$ cat src/rtl/evt_state_update_engine_if.sv
// Bundle of update-event, state-memory, spike and status signals for
// evt_state_update_engine. The master modport is the engine side.
// The slave modport is the sequencer / memory / spike-consumer side.
interface evt_state_update_engine_if #(
  parameter int unsigned NEURONS_ADDR_WIDTH = 12,
  parameter int unsigned STATE_DATA_WIDTH   = 16
);
  logic                          req_valid_i;
  logic                          req_ready_o;
  logic [NEURONS_ADDR_WIDTH-1:0] req_addr_i;
  logic [STATE_DATA_WIDTH-1:0]   req_weight_i;
  logic [STATE_DATA_WIDTH-1:0]   threshold_i;
  logic [STATE_DATA_WIDTH-1:0]   reset_val_i;
  logic [STATE_DATA_WIDTH-1:0]   leak_i;
  logic                          rd_en_o;
  logic [NEURONS_ADDR_WIDTH-1:0] rd_addr_o;
  logic [STATE_DATA_WIDTH-1:0]   rd_data_i;
  logic                          wr_en_o;
  logic [NEURONS_ADDR_WIDTH-1:0] wr_addr_o;
  logic [STATE_DATA_WIDTH-1:0]   wr_data_o;
  logic                          spike_valid_o;
  logic                          spike_ready_i;
  logic [NEURONS_ADDR_WIDTH-1:0] spike_addr_o;
  logic                          busy_o;

  modport master (
    input  req_valid_i, req_addr_i, req_weight_i, threshold_i, reset_val_i,
           leak_i, rd_data_i, spike_ready_i,
    output req_ready_o, rd_en_o, rd_addr_o, wr_en_o, wr_addr_o, wr_data_o,
           spike_valid_o, spike_addr_o, busy_o
  );

  modport slave (
    output req_valid_i, req_addr_i, req_weight_i, threshold_i, reset_val_i,
           leak_i, rd_data_i, spike_ready_i,
    input  req_ready_o, rd_en_o, rd_addr_o, wr_en_o, wr_addr_o, wr_data_o,
           spike_valid_o, spike_addr_o, busy_o
  );
endinterface

$ cat src/rtl/evt_state_update_engine.sv
// Neuron state update engine: 2-stage read-modify-write per synaptic event.
// Stage A issues the read, stage B integrates with saturation, compares
// against threshold, writes back and loads the spike slot on fire.
// Optional macro EVT_STATE_LEAK_EN subtracts leak_i on every update.
module evt_state_update_engine #(
  parameter int unsigned NEURONS_ADDR_WIDTH = 12,
  parameter int unsigned STATE_DATA_WIDTH   = 16
) (
  input  logic                        clk_i,
  input  logic                        rst_i,
  evt_state_update_engine_if.master   bus
);
  localparam int unsigned AW = NEURONS_ADDR_WIDTH;
  localparam int unsigned DW = STATE_DATA_WIDTH;
  localparam int unsigned SW = DW + 2;

  localparam logic signed [SW-1:0] SAT_MAX = {3'b000, {(DW-1){1'b1}}};
  localparam logic signed [SW-1:0] SAT_MIN = {3'b111, {(DW-1){1'b0}}};

  logic          r_b_valid;
  logic [AW-1:0] r_b_addr;
  logic [DW-1:0] r_b_weight;
  logic          r_spk_valid;
  logic [AW-1:0] r_spk_addr;

  logic                 w_ready;
  logic                 w_accept;
  logic signed [SW-1:0] w_sum_ext;
  logic signed [DW-1:0] w_sum_sat;
  logic                 w_fire;
  logic                 w_b_fire;

  // Stage B arithmetic: wide sum of state and weight (minus leak), one saturation
  always_comb begin
    w_sum_ext = $signed({{2{bus.rd_data_i[DW-1]}}, bus.rd_data_i})
              + $signed({{2{r_b_weight[DW-1]}}, r_b_weight});
`ifdef EVT_STATE_LEAK_EN
    w_sum_ext = w_sum_ext - $signed({2'b00, bus.leak_i});
`endif
    if (w_sum_ext > SAT_MAX) begin
      w_sum_sat = SAT_MAX[DW-1:0];
    end else if (w_sum_ext < SAT_MIN) begin
      w_sum_sat = SAT_MIN[DW-1:0];
    end else begin
      w_sum_sat = w_sum_ext[DW-1:0];
    end
    w_fire   = (w_sum_sat >= $signed(bus.threshold_i));
    w_b_fire = r_b_valid & w_fire;
  end

  // Accept gating: no accept while a spike is pending or being produced, and
  // never a read to the bank parity of the in-flight write
  always_comb begin
    w_ready  = ~rst_i & ~r_spk_valid & ~w_b_fire
             & ~(r_b_valid & (bus.req_addr_i[0] == r_b_addr[0]));
    w_accept = bus.req_valid_i & w_ready;
  end

  // Output drive: stage A read request, stage B write-back, spike and status
  always_comb begin
    bus.req_ready_o   = w_ready;
    bus.rd_en_o       = w_accept;
    bus.rd_addr_o     = bus.req_addr_i;
    bus.wr_en_o       = r_b_valid;
    bus.wr_addr_o     = r_b_addr;
    bus.wr_data_o     = w_fire ? bus.reset_val_i : w_sum_sat;
    bus.spike_valid_o = r_spk_valid;
    bus.spike_addr_o  = r_spk_addr;
    bus.busy_o        = r_b_valid | r_spk_valid;
  end

  // Stage B registers: capture accepted event, valid for exactly one cycle
  always_ff @(posedge clk_i or posedge rst_i) begin
    if (rst_i) begin
      r_b_valid  <= 1'b0;
      r_b_addr   <= '0;
      r_b_weight <= '0;
    end else begin
      r_b_valid <= w_accept;
      if (w_accept) begin
        r_b_addr   <= bus.req_addr_i;
        r_b_weight <= bus.req_weight_i;
      end
    end
  end

  // Spike slot: loaded by a firing stage B, held until consumed
  always_ff @(posedge clk_i or posedge rst_i) begin
    if (rst_i) begin
      r_spk_valid <= 1'b0;
      r_spk_addr  <= '0;
    end else begin
      // Load and consume never coincide: accept is blocked while the slot is full
      if (w_b_fire) begin
        r_spk_valid <= 1'b1;
        r_spk_addr  <= r_b_addr;
      end else if (r_spk_valid & bus.spike_ready_i) begin
        r_spk_valid <= 1'b0;
      end
    end
  end
endmodule

$ cat src/flat_wrapper.sv
// flat-port wrapper written by rule: the top's interface ports become plain ports
module evt_state_update_engine_flat 
#(
  parameter int unsigned NEURONS_ADDR_WIDTH = 12,
  parameter int unsigned STATE_DATA_WIDTH   = 16
)
  (clk_i, rst_i, bus_req_valid_i, bus_req_addr_i, bus_req_weight_i, bus_threshold_i, bus_reset_val_i, bus_leak_i, bus_rd_data_i, bus_spike_ready_i, bus_req_ready_o, bus_rd_en_o, bus_rd_addr_o, bus_wr_en_o, bus_wr_addr_o, bus_wr_data_o, bus_spike_valid_o, bus_spike_addr_o, bus_busy_o);
  evt_state_update_engine_if #(.NEURONS_ADDR_WIDTH(NEURONS_ADDR_WIDTH), .STATE_DATA_WIDTH(STATE_DATA_WIDTH)) bus_i ();
  input  logic clk_i;
  input  logic rst_i;
  input wire logic [$bits(bus_i.req_valid_i)-1:0] bus_req_valid_i;
  input wire logic [$bits(bus_i.req_addr_i)-1:0] bus_req_addr_i;
  input wire logic [$bits(bus_i.req_weight_i)-1:0] bus_req_weight_i;
  input wire logic [$bits(bus_i.threshold_i)-1:0] bus_threshold_i;
  input wire logic [$bits(bus_i.reset_val_i)-1:0] bus_reset_val_i;
  input wire logic [$bits(bus_i.leak_i)-1:0] bus_leak_i;
  input wire logic [$bits(bus_i.rd_data_i)-1:0] bus_rd_data_i;
  input wire logic [$bits(bus_i.spike_ready_i)-1:0] bus_spike_ready_i;
  output wire logic [$bits(bus_i.req_ready_o)-1:0] bus_req_ready_o;
  output wire logic [$bits(bus_i.rd_en_o)-1:0] bus_rd_en_o;
  output wire logic [$bits(bus_i.rd_addr_o)-1:0] bus_rd_addr_o;
  output wire logic [$bits(bus_i.wr_en_o)-1:0] bus_wr_en_o;
  output wire logic [$bits(bus_i.wr_addr_o)-1:0] bus_wr_addr_o;
  output wire logic [$bits(bus_i.wr_data_o)-1:0] bus_wr_data_o;
  output wire logic [$bits(bus_i.spike_valid_o)-1:0] bus_spike_valid_o;
  output wire logic [$bits(bus_i.spike_addr_o)-1:0] bus_spike_addr_o;
  output wire logic [$bits(bus_i.busy_o)-1:0] bus_busy_o;
  assign bus_i.req_valid_i = bus_req_valid_i;
  assign bus_i.req_addr_i = bus_req_addr_i;
  assign bus_i.req_weight_i = bus_req_weight_i;
  assign bus_i.threshold_i = bus_threshold_i;
  assign bus_i.reset_val_i = bus_reset_val_i;
  assign bus_i.leak_i = bus_leak_i;
  assign bus_i.rd_data_i = bus_rd_data_i;
  assign bus_i.spike_ready_i = bus_spike_ready_i;
  assign bus_req_ready_o = bus_i.req_ready_o;
  assign bus_rd_en_o = bus_i.rd_en_o;
  assign bus_rd_addr_o = bus_i.rd_addr_o;
  assign bus_wr_en_o = bus_i.wr_en_o;
  assign bus_wr_addr_o = bus_i.wr_addr_o;
  assign bus_wr_data_o = bus_i.wr_data_o;
  assign bus_spike_valid_o = bus_i.spike_valid_o;
  assign bus_spike_addr_o = bus_i.spike_addr_o;
  assign bus_busy_o = bus_i.busy_o;
  evt_state_update_engine #(.NEURONS_ADDR_WIDTH(NEURONS_ADDR_WIDTH), .STATE_DATA_WIDTH(STATE_DATA_WIDTH)) u_core (.clk_i(clk_i), .rst_i(rst_i), .bus(bus_i));
endmodule
$ cat config.mk
export PLATFORM = sky130hd
export DESIGN_NAME = evt_state_update_engine_flat
export DESIGN_NICKNAME = d
export VERILOG_FILES = /design/src/rtl/evt_state_update_engine_if.sv /design/src/rtl/evt_state_update_engine.sv /design/src/flat_wrapper.sv
export SDC_FILE = /design/constraint.sdc
export NUM_CORES = 1
export LEC_CHECK = 0
export BUFFER_PORTS_ARGS = -buffer_cell sky130_fd_sc_hd__clkbuf_2
export CAP_MARGIN = 20
export CORE_ASPECT_RATIO = 1.4
export CORE_MARGIN = 5
export CORE_UTILIZATION = 30
export DETAILED_ROUTE_END_ITERATION = 8
export MAX_ROUTING_LAYER = met4
export PLACE_DENSITY = 0.56
export SYNTH_ARGS = -nofsm -noshare
export SYNTH_HDL_FRONTEND = slang
export SYNTH_SLANG_ARGS = --single-unit
$ cat constraint.sdc
create_clock -name clk_i -period 4.4 [get_ports clk_i]
set_input_delay 0.22 -clock clk_i [delete_from_list [all_inputs] [get_ports clk_i]]
set_output_delay 0.22 -clock clk_i [all_outputs]
set_load 0.1 [all_outputs]
## Yosys cells after proc, flatten, opt, wreduce, memory -nomap -nowiden

Index checks and enable logic that the tools add are counted.

| word-level totals | value |
|---|---|
| register bits after elaboration | 42 |
| input port bits | 96 |
| output and inout bits | 57 |
| logic and storage cells | 28 |

| cells by class | value |
|---|---|
| add/subtract/negate cells | 1 |
| order comparisons | 3 |
| equality and inequality tests | 1 |
| mux-type cells | 5 |
| bitwise operators | 12 |
| reduce and logical (&&, ||, !) cells | 1 |

Operators with widths:

| kind | count |
|---|---|
| two-way mux 16 bit | 3 |
| greater-than comparator 18 x 16 -> 1 bit (second input constant) | 1 |
| less-than comparator 18 x 16 -> 1 bit (second input constant) | 1 |
| adder 16 x 16 -> 17 bit | 1 |
| >= comparator 16 bit | 1 |
| AND 1 bit | 7 |
| NOT 1 bit | 4 |
| two-way mux 1 bit | 2 |
| nonzero test 2 bit | 1 |
| equality test 1 bit | 1 |
| OR 1 bit | 1 |

## Depth between registers and ports, before layout

| depth | value |
|---|---|
| word-level depth | 10 |
| mapped depth | 21 |
| mapped depth without buffers | 18 |

## Worst setup path before layout

Ideal clock, no wire load.

| timing | value |
|---|---|
| path kind | register -> output |
| start point | reg u_core.r_b_weight[0] |
| end point | out bus_wr_data_o[14] |
| data arrival time | 5.765 ns |
| data required time | 4.180 ns |
| slack | -1.585 ns |
| stages on the path, launching flop included | 18 |
| path buffers | 1 |
| cells stage by stage | dfrtp_1 -> ha_1 -> inv_1 -> fa_1 -> nor2b_1 -> o31a_1 -> o22a_1 -> nand3_1 -> a31oi_2 -> buf_2 -> maj3_2 -> inv_1 -> ha_1 -> nand2b_1 -> a2111oi_0 -> or3_1 -> a41oi_2 -> o31ai_1 |

| on the way | value |
|---|---|
| longest elaborated chain between the ends | 6 |
| elaborated cells on any way between the ends | 7 |
| classes of those cells | 1 x add/sub; 3 x order compare; 3 x mux |

RTL lines:

| element | line | RTL |
|---|---|---|
| start, declared | evt_state_update_engine.sv:22 | `logic [DW-1:0] r_b_weight;` |
| start signal, assigned | evt_state_update_engine.sv:82 | `r_b_weight <= bus.req_weight_i;` |
| adder 16 x 16 -> 17 bit (*) | evt_state_update_engine.sv:36 | `+ $signed({{2{r_b_weight[DW-1]}}, r_b_weight});` |
| less-than comparator 18 x 16 -> 1 bit | evt_state_update_engine.sv:42 | `end else if (w_sum_ext < SAT_MIN) begin` |
| two-way mux 16 bit | evt_state_update_engine.sv:42 |  |
| two-way mux 16 bit (*) | evt_state_update_engine.sv:40 | `if (w_sum_ext > SAT_MAX) begin` |
| >= comparator 16 bit | evt_state_update_engine.sv:47 | `w_fire = (w_sum_sat >= $signed(bus.threshold_i));` |
| two-way mux 16 bit (*) | evt_state_update_engine.sv:66 | `bus.wr_data_o = w_fire ? bus.reset_val_i : w_sum_sat;` |
| end, declared | flat_wrapper.sv:24 | `output wire logic [$bits(bus_i.wr_data_o)-1:0] bus_wr_data_o;` |

Mark *: on every way between the ends. The rest lies on a longest branch, timed or not.

## Final worst setup path

| timing | value |
|---|---|
| start point | reg u_core.r_b_weight[0] |
| end point | out bus_wr_data_o[10] |

Same word-level chain as after synthesis.

==> impl_metrics.toml <==
[drt]
wire_per_inst_um = 14.58
drc = 0
avgViaCountPerCell = 4.686
vias = 3191
routed_wl_mm = 9.926
ant_nets = 0
drt_iter0_drc = 79
dr.pass1.iters = 4

[layout]
seq_area_um2 = 1051
syn_to_final_growth_pct = 66.92
fin_nets = 666
final_common_cell = "clkbuf_2"
drive_above_1_share_pct = 63.50
n_fill_cell = 1064
fin_util_pct = 50.99
final_cell_mix = "clkbuf_2, buf_4, dfrtp_1"
antenna_cells = 0
multi_input_area_um2 = 2447

[die]
die-area_um2 = 13760
rows = 46
die_w_um = 100.6
die_h_um = 136.8
pin_count = 153
coreArea_um2 = 11280
floorplan.initialDensity_pct = 30.55

[synthesis]
ys_seq_area_share_pct = 30.50
async_flop_share_pct = 100.0
synth_top_cell_by_area = "dfrtp_1"
synth_top_family_by_area = "multiplexers"
synth_compound_area_share_pct = 13.36
synth_edf_count = 0
syn_area_per_cell_um2 = 10.54
synth_fp_nets = 456
ys.flop_type = "dfrtp_1"
synth.distinct_cells = 55
synthMuxAreaShare_pct = 20.04
ys_ff_latch = 42
yosysWarnings = 0
synth_top_area_share_pct = 30.50
synth_xor_area_share_pct = 2.796
yosys-top-cells-area = "dfrtp_1, mux2_2, ha_1"
synth_cells = 327
synthSimpleGateAreaFrac_pct = 8.061
synthAdderAreaFrac_pct = 16.56
syn_area_um2 = 3446

[clocking]
cts.clk_slew.worst_paths_ns = 0.06
cts_root_buffer = "clkbuf_16"
clock-sinks = 42
htreeDepth = 2
ctsLongestPathBuffers = 2
cts_tree = "built"
ctsHoldBuffers = 0
clock_latency_ns = 0.28
cts-buffers-inserted = 5

[worst_setup_path]
crit_arrival_ns = 4.57
endpoint_kind = "primary output"
crit_fanout = 16
required_ns = 4.18
crit_type = "flop to primary output"
crit_path_start_kind = "flop"

[global_route]
grt_pass1_vias = 3502
grt_max_degree = 43
gr-total-overflow = 0
grt_pass1_wl_mm = 15.97
grt_usage_pct = 14.82
antenna_found_initial = 0

[place]
routabilityCongestion = 0.8143
hpwl_mm = 7.876
port_buffers = 136

[run_status]
violations = "setup timing"
outcome = "finished with violations"

[sta]
slew_viol_final = 0
hold_violations = 0
fin_crit_ns = 4.791
finalSetupTns_ns = -18.16
fin_crit_sh_pct = 108.9
fmax_ghz = 0.2087
slew_headroom_pct = 63.09
grt_setup_unrepaired = "yes"
tightest_slew_ns = 0.5560
finalWorstSetupSlack_ns = -0.3915
setup_viol = 59
fin_skew_ns = 0.004853

[min_path]
hp-class = "primary input to asynchronous set/reset pin"

[run]
maxCapViolations = 0
==> per-layer routing <==
layer,vias to the layer above,global-route usage [%],routed length (µm)
met2,103,27.77,5406
met5,-,-,0
met4,0,4.569,142
met1,1493,15.58,3758
li1,1585,-,-
met3,10,2.652,617
==> synthesized netlist by cell type, types with 2 or more instances <==
cell type / n
a211o_1: 2
a211oi_2: 2
a21o_1: 4
a21oi_1: 22
a31oi_1: 3
and3_1: 2
buf_12: 2
buf_2: 3
buf_4: 13
buf_6: 2
clkbuf_1: 2
dfrtp_1: 42
ha_1: 32
inv_1: 29
maj3_1: 6
maj3_2: 8
mux2_2: 36
mux2_4: 19
nand2_1: 10
nand3_1: 6
nand4_1: 2
nor2_1: 12
nor2b_1: 3
nor3_1: 3
nor3b_1: 3
o2111a_1: 2
o211ai_1: 3
o21a_1: 7
o21ai_0: 9
or2_2: 3
or3_1: 2
xnor2_1: 8
xor2_1: 3
==> sequential cells by signal, summed over array words and instances (netlist names) <==
name	count
u_core.r_b_weight	16
u_core.bus.spike_addr_o	12
u_core.bus.wr_addr_o	12
u_core.bus.spike_valid_o	1
u_core.bus.wr_en_o	1
==> worst max-delay path: stages, from the launching register on <==
cell,delay (ns)
dfrtp_1,0.40
ha_4,0.18
inv_2,0.06
fa_2,0.21
nor2b_2,0.05
o31a_1,0.31
buf_4,0.15
o22a_1,0.20
nand3_2,0.11
a31oi_4,0.11
buf_12,0.16
maj3_2,0.33
ha_4,0.29
nand4_1,0.10
or3_4,0.38
or3_4,0.34
a41oi_4,0.19
buf_6,0.17
inv_12,0.06
mux2_4,0.31
buf_12,0.17
==> stage by stage <==
step	hold WS [ns]	setup WS, ns	std cells	instance area, µm²
2_1_floorplan	0.3685	-0.3372	327	3593
3_3_place_gp	0.4119	-0.4996	655	5120
3_5_place_dp	0.4193	-0.4769	655	5120
4_1_cts	0.1141	-0.4132	674	5634
5_1_grt	0.1591	-0.5803	681	5752
6_report	0.09527	-0.3915	681	5752
==> cell type report <==
type,instances,area share (%)
clock inverter,1,0.5221
multi-input combinational,233,42.55
tap,144,3.132
clock buffer,6,2.415
sequential,42,18.27
inverter,30,2.241
timing repair buffer,225,30.87
==> path summary, 6_finish.rpt <==
| path | startpoint | end | slack, ns | depth (start not counted) |
|---|---|---|---|---|
| min in group clk_i | bus_req_weight_i[10] | u_core.r_b_weight[10]$_DFFE_PP0P_ | 0.17 | 2 |
| setup / recovery | u_core.r_b_weight[0]$_DFFE_PP0P_ | bus_wr_data_o[10] | -0.39 | 20 |
| hold reg to reg | u_core.bus.spike_addr_o[3]$_DFFE_PP0P_ | u_core.bus.spike_addr_o[3]$_DFFE_PP0P_ | 0.51 | 1 |
| setup reg to reg | u_core.r_b_weight[0]$_DFFE_PP0P_ | u_core.r_b_weight[9]$_DFFE_PP0P_ | -0.33 | 22 |
| hold / removal | rst_i | u_core.bus.spike_valid_o$_DFFE_PP0P_ | 0.1 | 3 |
| max in group asynchronous | rst_i | u_core.r_b_weight[3]$_DFFE_PP0P_ | 3.93 | 3 |
==> what timing repair did <==
action                     in CTS  in global routing
setup endpoints to repair      58                 60
setup buffers                  10                  6
pin swaps                      12                 10
cloned                          3                  1
resized for setup              33                  8
==> cell families (layout without fill, tap and decap cells) <==
group,count (synthesis),in the layout
xor+xnor,11,12
fa+ha+maj,47,47
flops,42,42
compound gates,66,66
mux,55,55
buf+inv,53,262
simple gates,53,53
Power is not shown: default switching activity piles up to over one toggle a cycle in this logic, so the estimate is an artifact.
